===== config.mk =====
export PLATFORM = sky130hd
export DESIGN_NAME = bc_mem_arbiter_flat
export DESIGN_NICKNAME = d
export VERILOG_FILES = /design/src/rtl/bc_mem_arbiter_pkg.sv /design/src/rtl/bc_mem_arbiter_if.sv /design/src/rtl/bc_mem_arbiter_picker.sv /design/src/rtl/bc_mem_arbiter.sv /design/src/flat_wrapper.sv
export SDC_FILE = /design/constraint.sdc
export NUM_CORES = 1
export LEC_CHECK = 0
export CAP_MARGIN = 20
export CORE_UTILIZATION = 29
export CTS_CLUSTER_SIZE = 12
export DETAILED_ROUTE_END_ITERATION = 10
export HOLD_SLACK_MARGIN = 0.15
export PLACE_DENSITY_LB_ADDON = 0.25
export SYNTH_ARGS = -nofsm -noshare
export SYNTH_HDL_FRONTEND = slang
export SYNTH_SLANG_ARGS = --single-unit

===== constraint.sdc =====
create_clock -name i_clk -period 3.5 [get_ports i_clk]
set_clock_uncertainty 0.15 [all_clocks]
set_input_delay 0.35 -clock i_clk [delete_from_list [all_inputs] [get_ports i_clk]]
set_output_delay 0.35 -clock i_clk [all_outputs]
set_load 0.1 [all_outputs]

===== src/rtl/bc_mem_arbiter_pkg.sv =====
// Shared types for the imem/dmem memory-port arbiter: FSM states, owner
// encoding and the latched memory request payload.
package bc_arb_pkg;

  localparam int ARB_DATA_WIDTH = 32;
  localparam int ARB_ADDR_WIDTH = 32;
  localparam int ARB_BE_WIDTH   = ARB_DATA_WIDTH / 8;

  typedef enum logic [1:0] {
    ST_IDLE,
    ST_REQ,
    ST_RSP
  } arb_state_e;

  typedef enum logic {
    OWN_IMEM,
    OWN_DMEM
  } arb_owner_e;

  typedef struct packed {
    logic                      we;
    logic [ARB_ADDR_WIDTH-1:0] addr;
    logic [ARB_DATA_WIDTH-1:0] wdata;
    logic [ARB_BE_WIDTH-1:0]   be;
  } mem_req_t;

  // Instruction fetches are always full-word reads.
  function automatic mem_req_t imem_payload(input logic [ARB_ADDR_WIDTH-1:0] addr);
    mem_req_t p;
    p.we    = 1'b0;
    p.addr  = addr;
    p.wdata = '0;
    p.be    = '1;
    return p;
  endfunction

endpackage


===== src/rtl/bc_mem_arbiter_if.sv =====
// Bus bundle for the arbiter: imem channel, dmem channel, memory port and
// the error flag. The slave modport is the arbiter's view, master is the
// view of whatever drives the core and memory sides.
interface bc_mem_arbiter_if #(
  parameter int DATA_WIDTH = 32,
  parameter int ADDR_WIDTH = 32
);
  localparam int BE_WIDTH = DATA_WIDTH / 8;

  logic                  i_imem_req;
  logic [ADDR_WIDTH-1:0] i_imem_addr;
  logic                  o_imem_gnt;
  logic                  o_imem_rvalid;
  logic [DATA_WIDTH-1:0] o_imem_rdata;

  logic                  i_dmem_req;
  logic                  i_dmem_we;
  logic [ADDR_WIDTH-1:0] i_dmem_addr;
  logic [DATA_WIDTH-1:0] i_dmem_wdata;
  logic [BE_WIDTH-1:0]   i_dmem_be;
  logic                  o_dmem_gnt;
  logic                  o_dmem_rvalid;
  logic [DATA_WIDTH-1:0] o_dmem_rdata;

  logic                  o_mem_req;
  logic                  o_mem_we;
  logic [ADDR_WIDTH-1:0] o_mem_addr;
  logic [DATA_WIDTH-1:0] o_mem_wdata;
  logic [BE_WIDTH-1:0]   o_mem_be;
  logic                  i_mem_gnt;
  logic                  i_mem_rvalid;
  logic [DATA_WIDTH-1:0] i_mem_rdata;

  logic                  o_err;

  modport slave (
    input  i_imem_req, i_imem_addr,
    output o_imem_gnt, o_imem_rvalid, o_imem_rdata,
    input  i_dmem_req, i_dmem_we, i_dmem_addr, i_dmem_wdata, i_dmem_be,
    output o_dmem_gnt, o_dmem_rvalid, o_dmem_rdata,
    output o_mem_req, o_mem_we, o_mem_addr, o_mem_wdata, o_mem_be,
    input  i_mem_gnt, i_mem_rvalid, i_mem_rdata,
    output o_err
  );

  modport master (
    output i_imem_req, i_imem_addr,
    input  o_imem_gnt, o_imem_rvalid, o_imem_rdata,
    output i_dmem_req, i_dmem_we, i_dmem_addr, i_dmem_wdata, i_dmem_be,
    input  o_dmem_gnt, o_dmem_rvalid, o_dmem_rdata,
    input  o_mem_req, o_mem_we, o_mem_addr, o_mem_wdata, o_mem_be,
    output i_mem_gnt, i_mem_rvalid, i_mem_rdata,
    input  o_err
  );

endinterface


===== src/rtl/bc_mem_arbiter_picker.sv =====
// Winner selection between the imem and dmem requesters.
// Optional macro BC_ARB_ROUND_ROBIN_EN: on contention, pick the requester
// that was not granted last; otherwise dmem always beats imem.
module bc_arb_picker
  import bc_arb_pkg::*;
(
  input  logic       imem_req,
  input  logic       dmem_req,
  input  arb_owner_e last_owner,
  output arb_owner_e winner
);

`ifdef BC_ARB_ROUND_ROBIN_EN
  // On contention alternate away from the last-granted requester
  always_comb begin
    winner = OWN_DMEM;
    if (imem_req && dmem_req) begin
      winner = (last_owner == OWN_DMEM) ? OWN_IMEM : OWN_DMEM;
    end else if (imem_req) begin
      winner = OWN_IMEM;
    end
  end
`else
  // The pointer is not consulted in fixed-priority builds.
  logic unused_last_owner;
  assign unused_last_owner = last_owner;

  // Fixed priority: dmem wins whenever it is requesting
  always_comb begin
    winner = OWN_DMEM;
    if (!dmem_req && imem_req) begin
      winner = OWN_IMEM;
    end
  end
`endif

endmodule


===== src/rtl/bc_mem_arbiter.sv =====
// Shares one memory port between the imem and dmem requesters with a single
// outstanding transaction, routes the response to its owner and flags
// unexpected memory responses in a sticky error bit.
// Optional macro BC_ARB_ROUND_ROBIN_EN enables round-robin on contention.
module bc_mem_arbiter
  import bc_arb_pkg::*;
#(
  parameter int DATA_WIDTH = ARB_DATA_WIDTH,
  parameter int ADDR_WIDTH = ARB_ADDR_WIDTH
) (
  input logic             i_clk,
  input logic             i_rst,
  bc_mem_arbiter_if.slave bus
);

  localparam int BE_WIDTH = DATA_WIDTH / 8;

  arb_state_e state_reg, state_next;
  arb_owner_e owner_reg;
  arb_owner_e last_owner;
  arb_owner_e winner;
  mem_req_t   payload_reg, payload_next;
  logic       err_reg;
  logic       err_set;
  logic       any_req;
  logic       mem_gnt_taken;

  assign any_req       = bus.i_imem_req | bus.i_dmem_req;
  assign mem_gnt_taken = (state_reg == ST_REQ) && bus.i_mem_gnt;

  bc_arb_picker u_picker (
    .imem_req   (bus.i_imem_req),
    .dmem_req   (bus.i_dmem_req),
    .last_owner (last_owner),
    .winner     (winner)
  );

`ifdef BC_ARB_ROUND_ROBIN_EN
  arb_owner_e last_reg;

  // Remember which requester received the most recent grant
  always_ff @(posedge i_clk or posedge i_rst) begin
    if (i_rst) begin
      last_reg <= OWN_IMEM;
    end else if (mem_gnt_taken) begin
      last_reg <= owner_reg;
    end
  end

  assign last_owner = last_reg;
`else
  assign last_owner = OWN_IMEM;
`endif

  // Build the payload of the current winner; imem is forced to a full read
  always_comb begin
    payload_next = imem_payload(ADDR_WIDTH'(bus.i_imem_addr));
    if (winner == OWN_DMEM) begin
      payload_next.we    = bus.i_dmem_we;
      payload_next.addr  = ADDR_WIDTH'(bus.i_dmem_addr);
      payload_next.wdata = DATA_WIDTH'(bus.i_dmem_wdata);
      payload_next.be    = BE_WIDTH'(bus.i_dmem_be);
    end
  end

  // State, owner, latched payload and sticky error registers
  always_ff @(posedge i_clk or posedge i_rst) begin
    if (i_rst) begin
      state_reg   <= ST_IDLE;
      owner_reg   <= OWN_DMEM;
      payload_reg <= '0;
      err_reg     <= 1'b0;
    end else begin
      state_reg <= state_next;
      err_reg   <= err_reg | err_set;
      if (state_reg == ST_IDLE && any_req) begin
        owner_reg   <= winner;
        payload_reg <= payload_next;
      end
    end
  end

  // Next-state decode plus combinational grant/response routing
  always_comb begin
    state_next        = state_reg;
    err_set           = 1'b0;
    bus.o_mem_req     = 1'b0;
    bus.o_imem_gnt    = 1'b0;
    bus.o_dmem_gnt    = 1'b0;
    bus.o_imem_rvalid = 1'b0;
    bus.o_dmem_rvalid = 1'b0;
    bus.o_imem_rdata  = '0;
    bus.o_dmem_rdata  = '0;
    case (state_reg)
      ST_IDLE: begin
        // A response with nothing outstanding is a memory-side error
        err_set = bus.i_mem_rvalid;
        if (any_req) begin
          state_next = ST_REQ;
        end
      end
      ST_REQ: begin
        bus.o_mem_req = 1'b1;
        // A response before the grant cannot belong to this request
        err_set = bus.i_mem_rvalid;
        if (bus.i_mem_gnt) begin
          bus.o_imem_gnt = (owner_reg == OWN_IMEM);
          bus.o_dmem_gnt = (owner_reg == OWN_DMEM);
          state_next     = ST_RSP;
        end
      end
      ST_RSP: begin
        if (bus.i_mem_rvalid) begin
          if (owner_reg == OWN_IMEM) begin
            bus.o_imem_rvalid = 1'b1;
            bus.o_imem_rdata  = bus.i_mem_rdata;
          end else begin
            bus.o_dmem_rvalid = 1'b1;
            bus.o_dmem_rdata  = bus.i_mem_rdata;
          end
          state_next = ST_IDLE;
        end
      end
      default: begin
        state_next = ST_IDLE;
      end
    endcase
  end

  assign bus.o_mem_we    = payload_reg.we;
  assign bus.o_mem_addr  = payload_reg.addr;
  assign bus.o_mem_wdata = payload_reg.wdata;
  assign bus.o_mem_be    = payload_reg.be;
  assign bus.o_err       = err_reg;

endmodule


===== src/flat_wrapper.sv =====
// flat-port wrapper written by rule: the top's interface ports become plain ports
module bc_mem_arbiter_flat import bc_arb_pkg::*;
#(
  parameter int DATA_WIDTH = ARB_DATA_WIDTH,
  parameter int ADDR_WIDTH = ARB_ADDR_WIDTH
)
  (i_clk, i_rst, bus_i_imem_req, bus_i_imem_addr, bus_o_imem_gnt, bus_o_imem_rvalid, bus_o_imem_rdata, bus_i_dmem_req, bus_i_dmem_we, bus_i_dmem_addr, bus_i_dmem_wdata, bus_i_dmem_be, bus_o_dmem_gnt, bus_o_dmem_rvalid, bus_o_dmem_rdata, bus_o_mem_req, bus_o_mem_we, bus_o_mem_addr, bus_o_mem_wdata, bus_o_mem_be, bus_i_mem_gnt, bus_i_mem_rvalid, bus_i_mem_rdata, bus_o_err);
  bc_mem_arbiter_if #(.DATA_WIDTH(DATA_WIDTH), .ADDR_WIDTH(ADDR_WIDTH)) bus_i ();
  input logic i_clk;
  input logic i_rst;
  input wire logic [$bits(bus_i.i_imem_req)-1:0] bus_i_imem_req;
  input wire logic [$bits(bus_i.i_imem_addr)-1:0] bus_i_imem_addr;
  output wire logic [$bits(bus_i.o_imem_gnt)-1:0] bus_o_imem_gnt;
  output wire logic [$bits(bus_i.o_imem_rvalid)-1:0] bus_o_imem_rvalid;
  output wire logic [$bits(bus_i.o_imem_rdata)-1:0] bus_o_imem_rdata;
  input wire logic [$bits(bus_i.i_dmem_req)-1:0] bus_i_dmem_req;
  input wire logic [$bits(bus_i.i_dmem_we)-1:0] bus_i_dmem_we;
  input wire logic [$bits(bus_i.i_dmem_addr)-1:0] bus_i_dmem_addr;
  input wire logic [$bits(bus_i.i_dmem_wdata)-1:0] bus_i_dmem_wdata;
  input wire logic [$bits(bus_i.i_dmem_be)-1:0] bus_i_dmem_be;
  output wire logic [$bits(bus_i.o_dmem_gnt)-1:0] bus_o_dmem_gnt;
  output wire logic [$bits(bus_i.o_dmem_rvalid)-1:0] bus_o_dmem_rvalid;
  output wire logic [$bits(bus_i.o_dmem_rdata)-1:0] bus_o_dmem_rdata;
  output wire logic [$bits(bus_i.o_mem_req)-1:0] bus_o_mem_req;
  output wire logic [$bits(bus_i.o_mem_we)-1:0] bus_o_mem_we;
  output wire logic [$bits(bus_i.o_mem_addr)-1:0] bus_o_mem_addr;
  output wire logic [$bits(bus_i.o_mem_wdata)-1:0] bus_o_mem_wdata;
  output wire logic [$bits(bus_i.o_mem_be)-1:0] bus_o_mem_be;
  input wire logic [$bits(bus_i.i_mem_gnt)-1:0] bus_i_mem_gnt;
  input wire logic [$bits(bus_i.i_mem_rvalid)-1:0] bus_i_mem_rvalid;
  input wire logic [$bits(bus_i.i_mem_rdata)-1:0] bus_i_mem_rdata;
  output wire logic [$bits(bus_i.o_err)-1:0] bus_o_err;
  assign bus_i.i_imem_req = bus_i_imem_req;
  assign bus_i.i_imem_addr = bus_i_imem_addr;
  assign bus_o_imem_gnt = bus_i.o_imem_gnt;
  assign bus_o_imem_rvalid = bus_i.o_imem_rvalid;
  assign bus_o_imem_rdata = bus_i.o_imem_rdata;
  assign bus_i.i_dmem_req = bus_i_dmem_req;
  assign bus_i.i_dmem_we = bus_i_dmem_we;
  assign bus_i.i_dmem_addr = bus_i_dmem_addr;
  assign bus_i.i_dmem_wdata = bus_i_dmem_wdata;
  assign bus_i.i_dmem_be = bus_i_dmem_be;
  assign bus_o_dmem_gnt = bus_i.o_dmem_gnt;
  assign bus_o_dmem_rvalid = bus_i.o_dmem_rvalid;
  assign bus_o_dmem_rdata = bus_i.o_dmem_rdata;
  assign bus_o_mem_req = bus_i.o_mem_req;
  assign bus_o_mem_we = bus_i.o_mem_we;
  assign bus_o_mem_addr = bus_i.o_mem_addr;
  assign bus_o_mem_wdata = bus_i.o_mem_wdata;
  assign bus_o_mem_be = bus_i.o_mem_be;
  assign bus_i.i_mem_gnt = bus_i_mem_gnt;
  assign bus_i.i_mem_rvalid = bus_i_mem_rvalid;
  assign bus_i.i_mem_rdata = bus_i_mem_rdata;
  assign bus_o_err = bus_i.o_err;
  bc_mem_arbiter #(.DATA_WIDTH(DATA_WIDTH), .ADDR_WIDTH(ADDR_WIDTH)) u_core (.i_clk(i_clk), .i_rst(i_rst), .bus(bus_i));
endmodule

==> After elaboration in Yosys (flattened, before gate mapping) <==
Index checks and enable logic that the tools add are counted.
{ "word_totals": {"regBits": 73, "input_bits": 139, "output_inout_bits": 139, "elab_cells": 45} }
{ "op_classes": {"eq_ne": 5, "n_mux": 24, "bitwise_logic": 3, "reduce_logical": 6} }
{ "op_table": {"columns": ["op", "count"], "rows": [
  ["$mux W32", 6],
  ["$mux W69", 1],
  ["$mux W1", 13],
  ["$mux W2", 3],
  ["$pmux W2 S3", 1],
  ["$ne A2 B2 Y1 const B", 2],
  ["$reduce_and A3 Y1", 1],
  ["$eq A2 B1 Y1 const B", 1],
  ["$eq A2 B2 Y1 const B", 1],
  ["$logic_and A1 B1 Y1", 2],
  ["$logic_not A2 Y1", 1],
  ["$ne A2 B1 Y1 const B", 1],
  ["$or A1 B1 Y1", 2],
  ["$reduce_or A2 Y1", 1],
  ["$logic_not A1 Y1", 1],
  ["$not A1 Y1", 1]
]} }

==> Longest topological paths before layout <==
{ "logic_depth": {"word_depth": 4, "mapped_depth": 5, "mapped_depth_nobuf": 3} }

==> Hierarchy <==
A second synthesis with hierarchy kept.
{ "unflattened": {"hier_cells": 348, "hier_area_um2": 3862.5} }
{ "modules_own_cells": {"columns": ["module", "n_inst", "cells_per_inst", "area_each_um2", "seq_area_each_um2"], "rows": [
  ["bc_mem_arbiter", 1, 347, 3856.2, 1828.0],
  ["bc_arb_picker", 1, 1, 6.3, 0.0]
]} }

==> Least setup slack after synthesis <==
OpenSTA, ideal clock, no wires.
{ "synth_path": {"kind": "reg2out", "from": "reg u_core.state_reg[0]", "to": "out bus_o_imem_gnt", "arrival_ns": 3.330, "required_ns": 3.000, "path_slack_ns": -0.330, "stages_incl_launch_ff": 4, "n_path_buf": 0, "path_cell_list": "dfrtp_1 > nor2b_1 > nand2_1 > nor2_1"} }
{ "synth_between": {"elab_chain_len": 2} }
{ "synth_lines": {"columns": ["element", "line", "rtl"], "rows": [
  ["start: declaration", "bc_mem_arbiter.sv:18", "arb_state_e state_reg, state_next;"],
  ["start signal: assignment", "bc_mem_arbiter.sv:74", "state_reg <= state_next;"],
  ["$eq A2 B1 Y1", null, null],
  ["$mux W1", "bc_mem_arbiter.sv:94", "case (state_reg)"],
  ["end: declaration", "flat_wrapper.sv:13", "output wire logic [$bits(bus_i.o_imem_gnt)-1:0] bus_o_imem_gnt;"]
]} }
No other way between the ends.

==> Worst setup path after layout <==
{ "layout_path": {"from": "in bus_i_mem_rvalid", "to": "out bus_o_dmem_rdata[29]"} }
{ "layout_between": {"elab_chain_len": 2} }
{ "layout_lines": {"columns": ["element", "line", "rtl"], "rows": [
  ["start: declaration", "flat_wrapper.sv:30", "input wire logic [$bits(bus_i.i_mem_rvalid)-1:0] bus_i_mem_rvalid;"],
  ["$mux W32", "bc_mem_arbiter.sv:113", "if (bus.i_mem_rvalid) begin"],
  ["$mux W32", "bc_mem_arbiter.sv:94", null],
  ["end: declaration", "flat_wrapper.sv:23", "output wire logic [$bits(bus_i.o_dmem_rdata)-1:0] bus_o_dmem_rdata;"]
]} }
No other way between the ends.

==> results.py <==
metrics = {
    "run_status": {
        "status": "finished, violations left",
        "violations": "DRC",
    },
    "timing": {
        "setup_viol": 0,
        "hold_viol": 0,
        "period_minus_slack_ns": 2.45,
        "slew_headroom_pct": 31.8,
        "tightest_slew_ns": 1.02,
        "period_share_pct": 70.0,
        "tns_ns": 0,
        "rsz0062_at_grt": "false",
        "finalWorstSetupSlack_ns": 1.05,
        "slew_viol_final": 0,
        "max_freq_mhz": 408,
    },
    "logic_synthesis": {
        "synth-seq-area-share_pct": 52.0,
        "syn_inst": 279,
        "ys_top_cells_by_area": "dfrtp_1 (51%), mux2_2 (18%), and2_1 (12%)",
        "synth_nets": 418,
        "synth.distinct_cells": 23,
        "ys_seq_elements": 73,
        "ys.warnings.count": 0,
        "synth_top_area_share_pct": 51.3,
        "syn_area_um2": 3510,
        "synth_area_leader_cell": "dfrtp_1",
        "syn-mean-instance-area_um2": 12.6,
    },
    "clock_network": {
        "cts_num_sinks": 73,
        "path_clk_slew_ns": 0.06,
        "htree_levels": 3,
        "numCtsBuffers": 9,
        "ctsHoldBuffers": 0,
        "clock_latency_ns": 0.32,
        "postCtsResizedCells": 0,
        "cts_buffer_depth": 2,
        "cts_root_buffer": "clkbuf_16",
        "cts_tree": "yes",
        "cts_setup_buffers": 0,
    },
    "placed_design": {
        "place_area_um2": 6260,
        "dp_slack_ns": 1.02,
        "gp_congestion": 0.780,
        "place_inst": 685,
        "dpl.hpwl_mm": 8.77,
        "place.port_buffers": 277,
    },
    "drt": {
        "drcViolationCount": 20,
        "drt_iter0_markers": 137,
        "viasPerCell": 4.57,
        "route.vias.total": 3207,
        "firstDrtPassIters": 7,
        "wl_per_cell_um": 15.7,
        "drtAntennaViolNets": 0,
        "wl_mm": 11.0,
    },
    "worst_setup_path": {
        "path_cells": "clkdlybuf4s50_1 > nand2_1 > nor3b_2 > buf_4 > and2_1 > buf_4",
        "worstPathArrival_ns": 1.95,
        "crit_top_cell": "buf_4",
        "cp-end-kind": "output port",
        "critical-path-max-stage-delay_ns": 0.51,
        "criticalPathCategory": "in2out",
        "slowest_stage": "clkdlybuf4s50_1",
        "critPathMaxFanout": 33,
        "cp-start-kind": "input port",
        "critPathRequiredTime_ns": 3.00,
    },
    "global_routing": {
        "overflow": 0,
        "antenna_found_initial": 0,
        "grt_use_total_pct": 17.9,
        "grt_pass1_vias": 3415,
        "grt_max_degree": 41,
        "grt_pass1_wl_mm": 17.5,
    },
    "layout": {
        "drive_gt1_share_pct": 27.8,
        "multi_input_area_um2": 1570,
        "seqCellArea_um2": 1830,
        "final_cell_area_um2": 6570,
        "diodes": 0,
        "layout.nets": 692,
        "nFillCells": 995,
        "stdcell_count": 701,
        "area_growth_pct": 86.9,
    },
    "floorplanning": {
        "dieArea_um2": 12600,
        "core_um2": 11600,
        "initial_core_util_pct": 30.3,
        "rows": 39,
        "die_y_um": 112,
        "io_pins": 278,
        "die_width_um": 112,
    },
    "hold_path": {
        "hold_path.class": "in2async",
    },
    "flow_run": {
        "drv_cap": 0,
    },
}
cell usage after synthesis (all sizes together):
master,n
a21o,2
a22o,33
and2,65
and3,1
buf,15
clkbuf,6
dfrtp,72
dfstp,1
inv,3
mux2,64
nand2,3
nor2,2
nor2b,2
nor3,1
nor3b,1
o21a,1
o21ai,2
o22a,4
o31ai,1
cells by family after synthesis:
| logic type | Yosys count | synth area share (%) |
|---|---|---|
| AOI/OAI and AO/OA | 43 | 10.4 |
| buffers and inverters | 24 | 4.10 |
| DFF | 73 | 52.0 |
| muxes | 64 | 20.5 |
| and+or+nand+nor | 75 | 13.0 |
layer usage:
layer  wire length, um  GRT usage (%)
met4               107           4.44
met3              1120           5.99
met2              5820           32.9
met1              3970           19.8
met5                 0              0
stage by stage:
stage	hold WS, ns	util, %
CTS	0.317	56.5
detailed placement	0.304	53.9
finish	0.307	56.5
global route	0.332	56.5
floorplan	0.286	-
global placement	0.296	53.9
final timing paths:
kind,from,end,slack (ns),depth (start not counted)
worst max-delay path,bus_i_mem_rvalid,bus_o_dmem_rdata[29],1.05,6
worst min-delay path,i_rst,u_core.bus.o_mem_addr[20],0.31,2
worst max register to register,u_core.state_reg[0],u_core.bus.o_mem_addr[10],1.16,4
worst min register to register,u_core.bus.o_err,u_core.bus.o_err,0.31,1
max in group asynchronous,i_rst,u_core.owner_reg,2.15,3
min in group i_clk,u_core.bus.o_err,u_core.bus.o_err,0.31,1
worst max-delay path, delay by kind of cell:
kind	cells	cell delay, ns
buf+inv	3	1.09
simple gates	3	0.49
final cells by class:
type	instances	area share [%]
repair buffers	284	40.8
inverters	3	0.172
well taps	143	2.73
flip-flops and latches	73	27.8
multi-input cells	182	23.8
clock inverters	6	0.991
clock buffers	10	3.64
cell usage in the layout, fill, tap and decap left out, types with 3 or more instances in the layout:
master and n:
a22o_1 33, and2_1 65, buf_4 74, clkbuf_16 9, clkdlybuf4s50_1 208, dfrtp_1 72
mux2_1 8, mux2_2 56, nand2_1 3, o22a_1 4
Power is not shown: default switching activity piles up to over one toggle a cycle in this logic, so the estimate is an artifact.
